--- config.mk ---
export PLATFORM = sky130hd
export DESIGN_NAME = if_fetch
export DESIGN_NICKNAME = d
export VERILOG_FILES = /design/src/rtl/cpu_pkg.sv /design/src/rtl/if_hold_buf.sv /design/src/rtl/if_fetch.sv
export SDC_FILE = /design/constraint.sdc
export NUM_CORES = 1
export LEC_CHECK = 0
export BUFFER_PORTS_ARGS = -buffer_cell sky130_fd_sc_hd__buf_2
export CELL_PAD_IN_SITES_DETAIL_PLACEMENT = 0
export CELL_PAD_IN_SITES_GLOBAL_PLACEMENT = 1
export CORE_MARGIN = 4
export CORE_UTILIZATION = 40
export DETAILED_ROUTE_END_ITERATION = 10
export HOLD_SLACK_MARGIN = 0.03
export PLACE_DENSITY = 0.74
export SYNTH_ARGS = -nofsm -noshare
export SYNTH_HDL_FRONTEND = slang
export SYNTH_HIERARCHICAL = 1
export SYNTH_SLANG_ARGS = --single-unit
--- constraint.sdc ---
create_clock -name clk -period 2.2 [get_ports clk]
set_input_delay 0.11 -clock clk [delete_from_list [all_inputs] [get_ports clk]]
set_output_delay 0.11 -clock clk [all_outputs]
set_load 0.03 [all_outputs]
--- src/rtl/cpu_pkg.sv ---
// Shared CPU types and constants used by the fetch stage and the PC register.
package cpu_pkg;

    localparam int              XLEN         = 32;
    localparam int unsigned     SEQ_INC      = 4;
    localparam logic [XLEN-1:0] RESET_VECTOR = 32'hbfc00000;

    typedef enum logic [1:0] {
        REQ,
        WAIT,
        HOLD,
        DISCARD
    } fetch_state_e;

    typedef struct packed {
        logic [XLEN-1:0] pc;
        logic [XLEN-1:0] inst;
        logic            adel;
    } fetch_bundle_t;

endpackage

--- src/rtl/if_hold_buf.sv ---
// One-entry holding register for a fetched bundle that arrives while IF/ID is occupied.
module if_hold_buf
    import cpu_pkg::*;
(
    input  logic          clk,
    input  logic          rst,
    input  logic          i_load,
    input  logic          i_clear,
    input  fetch_bundle_t i_data,
    output fetch_bundle_t o_data,
    output logic          o_valid
);

    fetch_bundle_t r_data;
    logic          r_valid;

    always_ff @(posedge clk or negedge rst) begin
        if (!rst) begin
            r_valid <= 1'b0;
            r_data  <= '0;
        end else if (i_clear) begin
            r_valid <= 1'b0;
        end else if (i_load) begin
            r_valid <= 1'b1;
            r_data  <= i_data;
        end
    end

    assign o_data  = r_data;
    assign o_valid = r_valid;

endmodule

--- src/rtl/if_fetch.sv ---
// Instruction-fetch sequencer: issues one bus request at a time, absorbs redirects
// and delivers instructions to IF/ID through an output register plus a hold buffer.
module if_fetch #(
    parameter int          WIDTH   = 32,
    parameter int unsigned SEQ_INC = cpu_pkg::SEQ_INC
) (
    input  logic             clk,
    input  logic             rst,
    input  logic [WIDTH-1:0] pc,
    input  logic             flush,
    output logic [WIDTH-1:0] pc_seq,
    output logic             pc_en,
    output logic             inst_req,
    output logic [WIDTH-1:0] inst_addr,
    input  logic             inst_addr_ok,
    input  logic             inst_data_ok,
    input  logic [WIDTH-1:0] inst_rdata,
    input  logic             id_ready,
    output logic             id_valid,
    output logic [WIDTH-1:0] id_pc,
    output logic [WIDTH-1:0] id_inst,
    output logic             id_adel
);

    import cpu_pkg::*;

    fetch_state_e  r_state;
    fetch_state_e  w_state_nxt;
    logic [WIDTH-1:0] r_req_pc;
    fetch_bundle_t r_id;
    logic          r_id_valid;

    logic          w_slot_free;
    logic          w_aligned;
    logic          w_inst_req;
    logic          w_advance;
    logic          w_req_load;
    logic          w_buf_load;
    logic          w_buf_clear;
    logic          w_buf_valid;
    fetch_bundle_t w_buf_data;
    fetch_bundle_t w_bus_data;
    fetch_bundle_t w_deliver;

    assign w_slot_free = !r_id_valid || id_ready;
    assign w_aligned   = (pc[1:0] == 2'b00);
    assign w_bus_data  = '{pc: r_req_pc, inst: inst_rdata, adel: 1'b0};

    // NOTE: every output of this block gets a default first so no path can infer a latch.
    always_comb begin
        w_state_nxt = r_state;
        w_inst_req  = 1'b0;
        w_advance   = 1'b0;
        w_req_load  = 1'b0;
        w_buf_load  = 1'b0;
        w_buf_clear = 1'b0;
        w_deliver   = w_bus_data;
        unique case (r_state)
            REQ: begin
                w_inst_req = w_aligned && !flush;
                if (!flush) begin
                    if (!w_aligned) begin
                        // Misaligned fetch never reaches the bus; it is reported downstream.
                        w_advance = w_slot_free;
                        w_deliver = '{pc: pc, inst: '0, adel: 1'b1};
                    end else if (inst_addr_ok) begin
                        w_req_load  = 1'b1;
                        w_state_nxt = WAIT;
                    end
                end
            end
            WAIT: begin
                if (flush) begin
                    w_state_nxt = inst_data_ok ? REQ : DISCARD;
                end else if (inst_data_ok) begin
                    if (w_slot_free) begin
                        w_advance   = 1'b1;
                        w_state_nxt = REQ;
                    end else begin
                        w_buf_load  = 1'b1;
                        w_state_nxt = HOLD;
                    end
                end
            end
            HOLD: begin
                w_deliver = w_buf_data;
                if (flush) begin
                    w_buf_clear = 1'b1;
                    w_state_nxt = REQ;
                end else if (id_ready && w_buf_valid) begin
                    w_advance   = 1'b1;
                    w_buf_clear = 1'b1;
                    w_state_nxt = REQ;
                end
            end
            DISCARD: begin
                if (inst_data_ok) w_state_nxt = REQ;
            end
        endcase
    end

    // NOTE: the datapath registers are reset too, because id_* must read zero out of reset.
    always_ff @(posedge clk or negedge rst) begin
        if (!rst) begin
            r_state    <= REQ;
            r_req_pc   <= '0;
            r_id       <= '0;
            r_id_valid <= 1'b0;
        end else begin
            // NOTE: non-blocking assignments so every register samples pre-edge values.
            r_state <= w_state_nxt;
            if (w_req_load) r_req_pc <= pc;
            if (flush) begin
                r_id_valid <= 1'b0;
            end else if (w_advance) begin
                r_id       <= w_deliver;
                r_id_valid <= 1'b1;
            end else if (id_ready) begin
                r_id_valid <= 1'b0;
            end
        end
    end

    if_hold_buf u_hold_buf (
        .clk     (clk),
        .rst     (rst),
        .i_load  (w_buf_load),
        .i_clear (w_buf_clear),
        .i_data  (w_bus_data),
        .o_data  (w_buf_data),
        .o_valid (w_buf_valid)
    );

    assign pc_seq    = pc + WIDTH'(SEQ_INC);
    assign pc_en     = rst && (flush || w_advance);
    assign inst_req  = rst && w_inst_req;
    assign inst_addr = pc;
    assign id_valid  = r_id_valid;
    assign id_pc     = r_id.pc;
    assign id_inst   = r_id.inst;
    assign id_adel   = r_id.adel;

endmodule

==> results of run 1 <==
## cell families after synthesis
kind of cell,synth area share
and+or+nand+nor,0.0569
adders and majority gates,0.00154
other,0.000461
muxes,0.238
DFF,0.510
buffers and inverters,0.0819
AOI/OAI and AO/OA,0.0811
xor gates and xnor gates,0.0301
## tightest hold or removal path, stage by stage
cell and delay [ns]:
buf_2 0.15, inv_1 0.08, o21ai_0 0.08
## cells in the mapped netlist, drive strengths merged (2+ instances only)
cell type / number / area, sq um
a22o: 33 / 289
xnor2: 13 / 114
o21ai: 9 / 45.0
mux2i: 33 / 330
and4: 4 / 36.3
buf: 56 / 464
xor2: 15 / 131
a222oi: 30 / 300
or4: 2 / 18.8
nand2: 16 / 60.1
and2: 5 / 31.3
nor3: 8 / 45.0
nand3: 12 / 60.1
mux2: 126 / 1610
dfrtp: 166 / 4150
nor2b: 3 / 26.3
a21oi: 2 / 10.0
nor2: 17 / 63.8
clkbuf: 18 / 67.6
nand2b: 3 / 18.8
nor4: 2 / 12.5
inv: 36 / 135
nand4: 9 / 62.6
## layer usage
metal | track usage | vias up | part of all wire
li1 | - | 2658 | -
met1 | 0.253 | 2960 | 0.46
met2 | 0.302 | 182 | 0.47
met3 | 0.0340 | 23 | 0.056
met4 | 0.0585 | 0 | 0.013
met5 | 0 | - | 0
## how the worst max path moves through the flow
stage,startpoint,endpoint,depth (start not counted)
final,r_state[1],pc_en,6
after global routing,r_state[0],pc_en,6
after CTS,r_state[1],pc_en,6
after detailed placement,pc[8],pc_seq[30],6
after global placement,pc[6],pc_seq[31],6
after floorplan,r_state[1],pc_en,8
## final cells by class
cell class	count	share of cell area
Sequential cell	166	0.401
Multi-Input combinational cell	350	0.324
Timing Repair Buffer	271	0.169
Clock buffer	20	0.0450
Tap cell	265	0.0320
Clock inverter	11	0.0165
Inverter	36	0.0130
## timing repair
action	CTS	global route
resized for setup	0	3
setup endpoints to repair	0	3
hold buffers	49	0
endpoints found under the hold margin	215	0
## power by group through the flow
stage / clock network (W) / logic, W / registers (W)
floorplan: 0 / 0.00108 / 0.00451
global placement: 0 / 0.00237 / 0.00398
detailed placement: 0 / 0.00241 / 0.00401
CTS: 0.00329 / 0.00249 / 0.00396
global route: 0.00342 / 0.00265 / 0.00403
finish: 0.00322 / 0.00246 / 0.00397
## through the flow
| stage | cell area [sq um] | hold slack [ns] |
|---|---|---|
| after floorplan | 8140 | -0.186 |
| after global placement | 9230 | 0.250 |
| after detailed placement | 9230 | 0.272 |
| after CTS | 10400 | 0.0301 |
| after global routing | 10400 | 0.0370 |
| final | 10400 | 0.0430 |
## state kept, by name, indices dropped and copies added (netlist names)
name                flops
id_valid                1
u_hold_buf/o_data      65
u_hold_buf/o_valid      1
id_adel                 1
r_req_pc               32
id_pc                  32
r_state                 2
id_inst                32
==> summary.md, run 1 <==
| Metric | Value |
|---|---|
| RSZ-0062 raised after global routing | false |
| Total chip power | 0.00965 W |
| Sequential fraction of the synthesis area | 0.510 |
| Crit path arrival time | 1.97 ns |
| Library cells used by synthesis | 40 |
| WP data required | 2.09 ns |
| Max cap viols | 0 |
| Io pins | 202 |
| Setup crit end kind | output pin |
| Period utilization | 0.944 |
| WHS Endpoint | r_req_pc[2] |
| CTS Buf Count | 17 |
| TNS Setup | 0 ns |
| FILL cells | 1,699 |
| Non-Filler Instances | 1,119 |
| Drt initial violations | 330 |
| Most frequent cells in the layout | buf_2 (200), dfrtp_1 (166), mux2_2 (76), mux2_4 (50), dlygate4sd3_1 (49) |
| Core Box Area | 19,700 sq um |
| 1st-pass router iterations | 5 |
| Nets | 913 |
| Port bufs | 201 |
| Share of total power in the clock network | 0.334 |
| Vias | 5,823 |
| Die area | 22,700 sq um |
| Grt ovf | 0 |
| Final core occ | 0.526 |
| Routed wire per std cell | 18.6 um |
| Worst vdd ir | 0.000430 V |
| CP max stage delay | 0.36 ns |
| Reg area | 4150 sq um |
| Worst path cell trace | buf_4, nor2b_4, nand3_1, o22a_4, a21boi_1, buf_2 |
| Min-delay src | pc[2] |
| Slew HR | 0.535 |
| Reg2reg setup slack | 0.20 ns |
| Hpwl dp | 13,700 um |
| RR Startpoint | r_state[0] |
| GPL Wtd Cong | 0.852 |
| Multi-input logic area | 3360 sq um |
| Final worst slack | 0.123 ns |
| Hold Path Cell Cnt | 3 |
| Routed WL | 20,900 um |
| Post-CTS setup repair buffer count | 0 |
| Net Sw Frac | 0.316 |
| Outcome | finished clean |
| Initial antenna violation count | 0 |
| Fin. max-slew vios | 0 |
| Layout area overhead | 27.3% |
| Final Hold Vio Count | 0 |
| Reg power frac | 0.411 |
| Internal power | 0.00659 W |
| ANT nets after route | 0 |
| Ant. Diodes | 0 |
| Pre-CTS WS | 0.200 ns |
| Clk slew on worst S/H paths | 0.06 ns |
| CP max FO | 15 |
| Chip height | 151 um |
| Die width | 151 um |
| Final setup viols | 0 |
| Skew-Pair Late Insertion Delay | 0.43 ns |
| TritonCTS clock tree | done |
| Clock Tree Buf Depth | 2 |
| Psw | 0.00305 W |
| Cell count after synthesis | 626 |
| Global-route wire length before repair | 33,400 um |
| Placed insts | 1,039 |
| Slew @ Worst Pin | 0.698 ns |
| Worst Path Buf+Inv | 2 |
| Startpoint types | flop |
| Yosys warns | 6 |
| Worst setup path category | reg -> out |
| H-tree depth | 4 |
| Syn Nets | 697 |
| Via/cell ratio | 5.20 |
| EDFF count, synth | 0 |
| Clk_skew | 0.0121 ns |
| Post-layout minimum cycle time | 2.08 ns |
| GR Util All Layers | 0.186 |
| Slowest cell on the critical path | dfrtp_1 |
| Reg-to-reg endpoint | id_valid |
| Mean Syn Cell Area | 13.0 sq um |
| Max frequency | 481 MHz |
| CTS root buf | clkbuf_16 |
| Worst Hold Class | in -> reg |
| PD cells | 931 nW/um^2 |
| Post-synth top flop | dfrtp_1 |
| Clock Sinks | 166 |
| Residual DRC count | 0 |
| Reg2Reg Depth | 4 |
| Commonest non-fill, non-tap cell in the layout | buf_2 |
| Async set-or-reset flop fraction in the synthesized netlist | 1.00 |
| Row cnt | 51 |
| Vias in the first global route | 6,303 |
| Starting Density | 0.413 |
| Part of the power in combinational logic | 0.255 |
| Largest net degree at the start of global routing | 113 |
| Post-synthesis register bit count | 166 |
| Delay-heaviest family, CP | compound AO/OA/AOI/OAI gates |
| Mapped Area | 8140 sq um |
| Layout cells sized above 1 | 0.459 |
| Lkg Pwr | 5.22 nW |
Power figures use the tool's default switching activity.
==> run 2, diff against run 1 <==
--- a/config.mk
+++ b/config.mk
@@ -9,10 +9,10 @@
 export CELL_PAD_IN_SITES_DETAIL_PLACEMENT = 0
 export CELL_PAD_IN_SITES_GLOBAL_PLACEMENT = 1
 export CORE_MARGIN = 4
-export CORE_UTILIZATION = 40
+export CORE_UTILIZATION = 43
 export DETAILED_ROUTE_END_ITERATION = 10
 export HOLD_SLACK_MARGIN = 0.03
-export PLACE_DENSITY = 0.74
+export PLACE_DENSITY = 0.79
 export SYNTH_ARGS = -nofsm -noshare
 export SYNTH_HDL_FRONTEND = slang
 export SYNTH_HIERARCHICAL = 1
==> run 2 against run 1 <==
Global-route usage grew 0.84 points. Sequential power is essentially flat. Clock power shrank 2%. Largest power group unchanged.
==> summary.md, run 2 (synthesized netlist as in run 1, its figures left out) <==
| Metric | Value |
|---|---|
| WP data required | 2.09 ns |
| Most frequent cells in the layout | buf_2 (199), dfrtp_1 (166), mux2_2 (76), dlygate4sd3_1 (57), mux2_4 (50) |
| Port bufs | 201 |
| Commonest non-fill, non-tap cell in the layout | buf_2 |
| Final setup viols | 0 |
| Setup crit start | r_state[0] |
| Worst setup path category | reg -> out |
| Worst Hold Class | in -> reg |
| Max frequency | 477 MHz |
| Starting Density | 0.437 |
| Final core occ | 0.557 |
| Max cap viols | 0 |
| Lkg Pwr | 5.23 nW |
| RSZ-0062 raised after global routing | false |
| Outcome | finished clean |
| Clock Tree Buf Depth | 2 |
| Die width | 146 um |
| Fin. max-slew vios | 0 |
| TritonCTS clock tree | done |
| TNS Setup | 0 ns |
| Skew-Pair Late Insertion Delay | 0.42 ns |
| Clock Sinks | 166 |
| Vias | 5,855 |
| 1st-pass router iterations | 6 |
| RR Startpoint | r_state[1] |
| Global-route wire length before repair | 33,600 um |
| Hpwl dp | 13,500 um |
| Worst vdd ir | 0.000495 V |
| Period utilization | 0.952 |
| GR Util All Layers | 0.194 |
| Post-layout minimum cycle time | 2.10 ns |
| Clk slew on worst S/H paths | 0.06 ns |
| Startpoint types | flop |
| Routed wire per std cell | 18.4 um |
| GPL Wtd Cong | 0.828 |
| CTS root buf | clkbuf_16 |
| FILL cells | 1,550 |
| Max FFs per register | 65 |
| Core Box Area | 18,600 sq um |
| Clk_skew | 0.00586 ns |
| Residual DRC count | 0 |
| Final Hold Vio Count | 0 |
| Ant. Diodes | 0 |
| Via/cell ratio | 5.35 |
| Total chip power | 0.00961 W |
| Reg2Reg Depth | 6 |
| PD cells | 926 nW/um^2 |
| Design area | 10,400 sq um |
| CP max FO | 14 |
| Setup crit end kind | output pin |
| Placed insts | 1,006 |
| Crit path arrival time | 1.99 ns |
| Layout area overhead | 27.5% |
| Grt ovf | 0 |
| Row cnt | 50 |
| Reg-to-reg endpoint | u_hold_buf/o_data[62] |
| ANT nets after route | 0 |
| Vias in the first global route | 6,258 |
| Io pins | 202 |
| Reg2reg setup slack | 0.26 ns |
| Largest net degree at the start of global routing | 77 |
| CTS Buf Count | 17 |
| Die area | 21,200 sq um |
| Chip height | 146 um |
| Drt initial violations | 366 |
| Worst setup path end | pc_en |
| Area after DPL | 9170 sq um |
| Initial antenna violation count | 0 |
| Non-Filler Instances | 1,095 |
| H-tree depth | 4 |
| Nets | 919 |
| Routed WL | 20,200 um |
| Layout cells sized above 1 | 0.449 |
## run 2: changes by cell type in the layout (fill, tap and decap cells not counted), moves of 2 or more
cell	change
dlygate4sd3_1	+8
buf_4	-2
clkinvlp_4	+2
clkbuf_1	+2
## run 2: timing repair
| item | in CTS | in global routing |
|---|---|---|
| hold buffers | 57 | 0 |
| endpoints found under the setup margin | 0 | 2 |
| hold endpoints to repair | 95 | 0 |
| resized for setup | 0 | 2 |
| buffers inserted | 0 | 0 |
## run 2: layout make-up
class	count	area, sq um	area share
flip-flops and latches	166	4150	0.400
multi-input cells	350	3350	0.323
repair buffers	277	1820	0.175
clock buffers	21	460	0.0444
well taps	234	293	0.0282
clock inverters	11	173	0.0166
inverters	36	135	0.0130
## run 2: stage by stage
stage	hold slack (ns)	setup slack, ns
finish	0.0587	0.105
global route	0.0567	0.00910
CTS	0.0342	0.0716
detailed placement	0.0635	0.228
global placement	0.0591	0.241
floorplan	-0.186	0.168
## run 2: worst min-delay path by stage
stage                start  depth (start not counted)                     to  slack [ns]
global route        pc[11]                          2           r_req_pc[11]        0.06
CTS                 pc[22]                          2           r_req_pc[22]        0.03
finish              pc[21]                          2           r_req_pc[21]        0.06
global placement       rst                          1  u_hold_buf/o_data[15]        0.06
detailed placement     rst                          1            id_inst[14]        0.06
floorplan              rst                          0                id_adel       -0.19
## run 2: critical path, stage by stage, from the launching register on
cell and delay, ns:
dfrtp_1 0.37, buf_4 0.19, nand2b_1 0.12, nand3_1 0.10, o22a_4 0.34, a21boi_1 0.21, clkbuf_4 0.22
## run 2: power by group
group	leakage, nW	internal, W	switching, W
Clock	0.296	0.00196	0.00121
Sequential	2.16	0.00362	0.000339
Combinational	2.78	0.000992	0.00148
## run 2: layer usage
metal / up-vias / wire length [um] / track usage
li1: 2666 / - / -
met1: 2950 / 9180 / 0.266
met2: 213 / 9370 / 0.303
met3: 26 / 1320 / 0.0483
met4: 0 / 341 / 0.0655
met5: - / 0 / 0
==> run 3, diff against run 2 <==
--- a/config.mk
+++ b/config.mk
@@ -6,14 +6,15 @@
 export NUM_CORES = 1
 export LEC_CHECK = 0
 export BUFFER_PORTS_ARGS = -buffer_cell sky130_fd_sc_hd__buf_2
+export CAP_MARGIN = 20
 export CELL_PAD_IN_SITES_DETAIL_PLACEMENT = 0
 export CELL_PAD_IN_SITES_GLOBAL_PLACEMENT = 1
+export CORE_ASPECT_RATIO = 1.2
 export CORE_MARGIN = 4
-export CORE_UTILIZATION = 43
+export CORE_UTILIZATION = 42
 export DETAILED_ROUTE_END_ITERATION = 10
 export HOLD_SLACK_MARGIN = 0.03
-export PLACE_DENSITY = 0.79
+export PLACE_DENSITY = 0.78
 export SYNTH_ARGS = -nofsm -noshare
 export SYNTH_HDL_FRONTEND = slang
-export SYNTH_HIERARCHICAL = 1
 export SYNTH_SLANG_ARGS = --single-unit
==> run 3 against run 2 <==
Via count down 1.4%. Critical path depth unchanged. Combinational power about the same. Final cell count down 2.5%. Sequential power about the same. Largest cell class unchanged. Worst setup slack worse by 0.035 ns. Maximum frequency down 1.6%.
==> summary.md, run 3 <==
| Metric | Value |
|---|---|
| Outcome | finished clean |
| Routed WL | 19,800 um |
| Reg2Reg Depth | 5 |
| Multi-input logic area | 3210 sq um |
| ANT nets after route | 0 |
| Post-synth top flop | dfrtp_1 |
| Cell count after synthesis | 605 |
| Reg area | 4130 sq um |
| Largest net degree at the start of global routing | 81 |
| Worst setup path category | reg -> out |
| Fin. max-slew vios | 0 |
| Io pins | 202 |
| Reg2reg setup slack | 0.28 ns |
| WP data required | 2.09 ns |
| Hold Path Cell Cnt | 2 |
| WHS Endpoint | r_req_pc[8] |
| Starting Density | 0.429 |
| RR Startpoint | r_state[1] |
| GR Util All Layers | 0.188 |
| Max cap viols | 0 |
| Clk slew on worst S/H paths | 0.06 ns |
| Post-layout minimum cycle time | 2.13 ns |
| Port bufs | 201 |
| Min-delay src | pc[8] |
| Die area | 20,900 sq um |
| Post-synthesis register bit count | 165 |
| Final worst slack | 0.0696 ns |
| Synth cell count leaders | dfrtp_1 (165), mux2_2 (118), buf_4 (37), inv_1 (33) |
| Vias | 5,774 |
| Hpwl dp | 12,900 um |
| Residual DRC count | 0 |
| Initial antenna violation count | 0 |
| Worst vdd ir | 0.000585 V |
| Worst path cell trace | nor2b_4, o31ai_4, o211ai_4, buf_12, a21boi_1, buf_4 |
| Delay-heaviest family, CP | compound AO/OA/AOI/OAI gates |
| Max frequency | 469 MHz |
| Slowest cell on the critical path | dfrtp_2 |
| Period utilization | 0.968 |
| Slew @ Worst Pin | 0.604 ns |
| Yosys warns | 0 |
| Mapped Area | 7830 sq um |
| Non-Filler Instances | 1,068 |
| Row cnt | 54 |
| Chip height | 158 um |
| CTS root buf | clkbuf_16 |
| Lkg Pwr | 5.22 nW |
| Slew HR | 0.597 |
| Core Box Area | 18,200 sq um |
| Nets | 902 |
| Commonest non-fill, non-tap cell in the layout | buf_2 |
| Vias in the first global route | 6,131 |
| CP max stage delay | 0.48 ns |
| Clock Tree Buf Depth | 2 |
| Reg-to-reg endpoint | r_req_pc[22] |
| Grt ovf | 0 |
| Top cells by area, synth | dfrtp_1 (53%), mux2_2 (17%), mux2i_1 (4.1%), a222oi_1 (3.8%), a22o_1 (3.6%) |
| Routed wire per std cell | 18.5 um |
| Clk_skew | 0.00708 ns |
| Synth top area share | 0.527 |
| Final setup viols | 0 |
| Most frequent cells in the layout | buf_2 (192), dfrtp_1 (164), mux2_2 (118), dlygate4sd3_1 (53), inv_1 (33) |
| Final Hold Vio Count | 0 |
| Startpoint types | flop |
| Pre-CTS WS | 0.249 ns |
| GPL Wtd Cong | 0.778 |
| Die width | 133 um |
| Area leader, netlist | dfrtp_1 |
| Setup crit end kind | output pin |
| Layout cells sized above 1 | 0.463 |
| Worst Hold Class | in -> reg |
| EDFF count, synth | 0 |
| Max FFs per register | 64 |
| Syn Nets | 676 |
| Drt initial violations | 324 |
| Ant. Diodes | 0 |
| Async set-or-reset flop fraction in the synthesized netlist | 1.00 |
| 1st-pass router iterations | 6 |
| Crit path arrival time | 2.02 ns |
| Global-route wire length before repair | 31,500 um |
| CTS Buf Count | 17 |
| Via/cell ratio | 5.41 |
| TritonCTS clock tree | done |
| PD cells | 924 nW/um^2 |
| FILL cells | 1,541 |
| Library cells used by synthesis | 40 |
| Layout area overhead | 29.7% |
| Sequential fraction of the synthesis area | 0.527 |
| Skew-Pair Late Insertion Delay | 0.43 ns |
| CP max FO | 16 |
| Worst Path Buf+Inv | 2 |
| H-tree depth | 4 |
| Clock Sinks | 165 |
| Most common cell in the netlist | dfrtp_1 |
| Mean Syn Cell Area | 12.9 sq um |
| Placed insts | 977 |
## run 3: cell count changes after synthesis, moves of 5 or more
| cell | delta |
|---|---|
| mux2_4 | -50 |
| mux2_2 | +42 |
| nor2_1 | -10 |
| buf_6 | +8 |
| mux2_1 | +8 |
| xnor2_1 | +8 |
| xor2_1 | -8 |
| and3_1 | +6 |
| buf_12 | -6 |
| clkbuf_1 | -5 |
| nand3_1 | -5 |
## run 3: worst max path at each step
stage | start | to | slack (ns) | depth (start not counted)
finish | r_state[0] | pc_en | 0.07 | 6
global placement | r_state[0] | pc_en | 0.32 | 6
floorplan | id_valid | pc_en | 0.27 | 5
CTS | r_state[0] | pc_en | 0.002 | 6
global route | r_state[1] | pc_en | -0.02 | 6
detailed placement | r_state[0] | pc_en | 0.25 | 6
## run 3: layout make-up
class                   count  area share
flip-flops and latches    165       0.407
inverters                  33      0.0122
multi-input cells         336       0.316
clock inverters            12      0.0128
clock buffers              20      0.0450
well taps                 224      0.0276
repair buffers            278       0.180
## run 3: logic make-up after synthesis
| kind of cell | synth area share |
|---|---|
| fa+ha+maj | 0.00160 |
| xor+xnor | 0.0313 |
| buf+inv | 0.0773 |
| compound gates | 0.0883 |
| mux | 0.222 |
| flops | 0.527 |
| simple gates | 0.0522 |
## run 3: routing by layer
metal	track usage	wire length, um	vias up
met3	0.0413	1230	22
met4	0.0663	289	0
li1	-	-	2621
met1	0.234	8300	2928
met2	0.326	9980	203
met5	0	0	-
## run 3: worst register-to-register path, delay by kind of cell (launching register included)
kind / cells / cell delay, ns
and+or+nand+nor: 2 / 0.15
muxes: 1 / 0.42
buffers and inverters: 2 / 0.68
DFF: 1 / 0.56
## run 3: repair_timing
item,CTS,global route
endpoints found under the setup margin,1,10
cloned,0,1
setup buffers,0,3
hold buffers,55,0
resized for setup,8,24
pin swaps,0,4
endpoints found under the hold margin,135,0
## run 3: stage by stage
step	power, W	util	hold slack, ns	instance area (sq um)	TNS, ns
after floorplan	0.00559	-	-0.186	7830	0
after global placement	0.00633	0.486	0.0309	8860	0
after detailed placement	0.00642	0.486	0.0368	8860	0
after CTS	0.00945	0.550	0.0310	10000	0
after global routing	0.00985	0.557	0.0518	10200	-0.0160
final	0.00939	0.557	0.0419	10200	0
## run 3: power breakdown
part | internal, W | switching, W
registers | 0.00362 | 0.000358
clock network | 0.00173 | 0.00119
logic | 0.000966 | 0.00152
total | 0.00631 | 0.00307
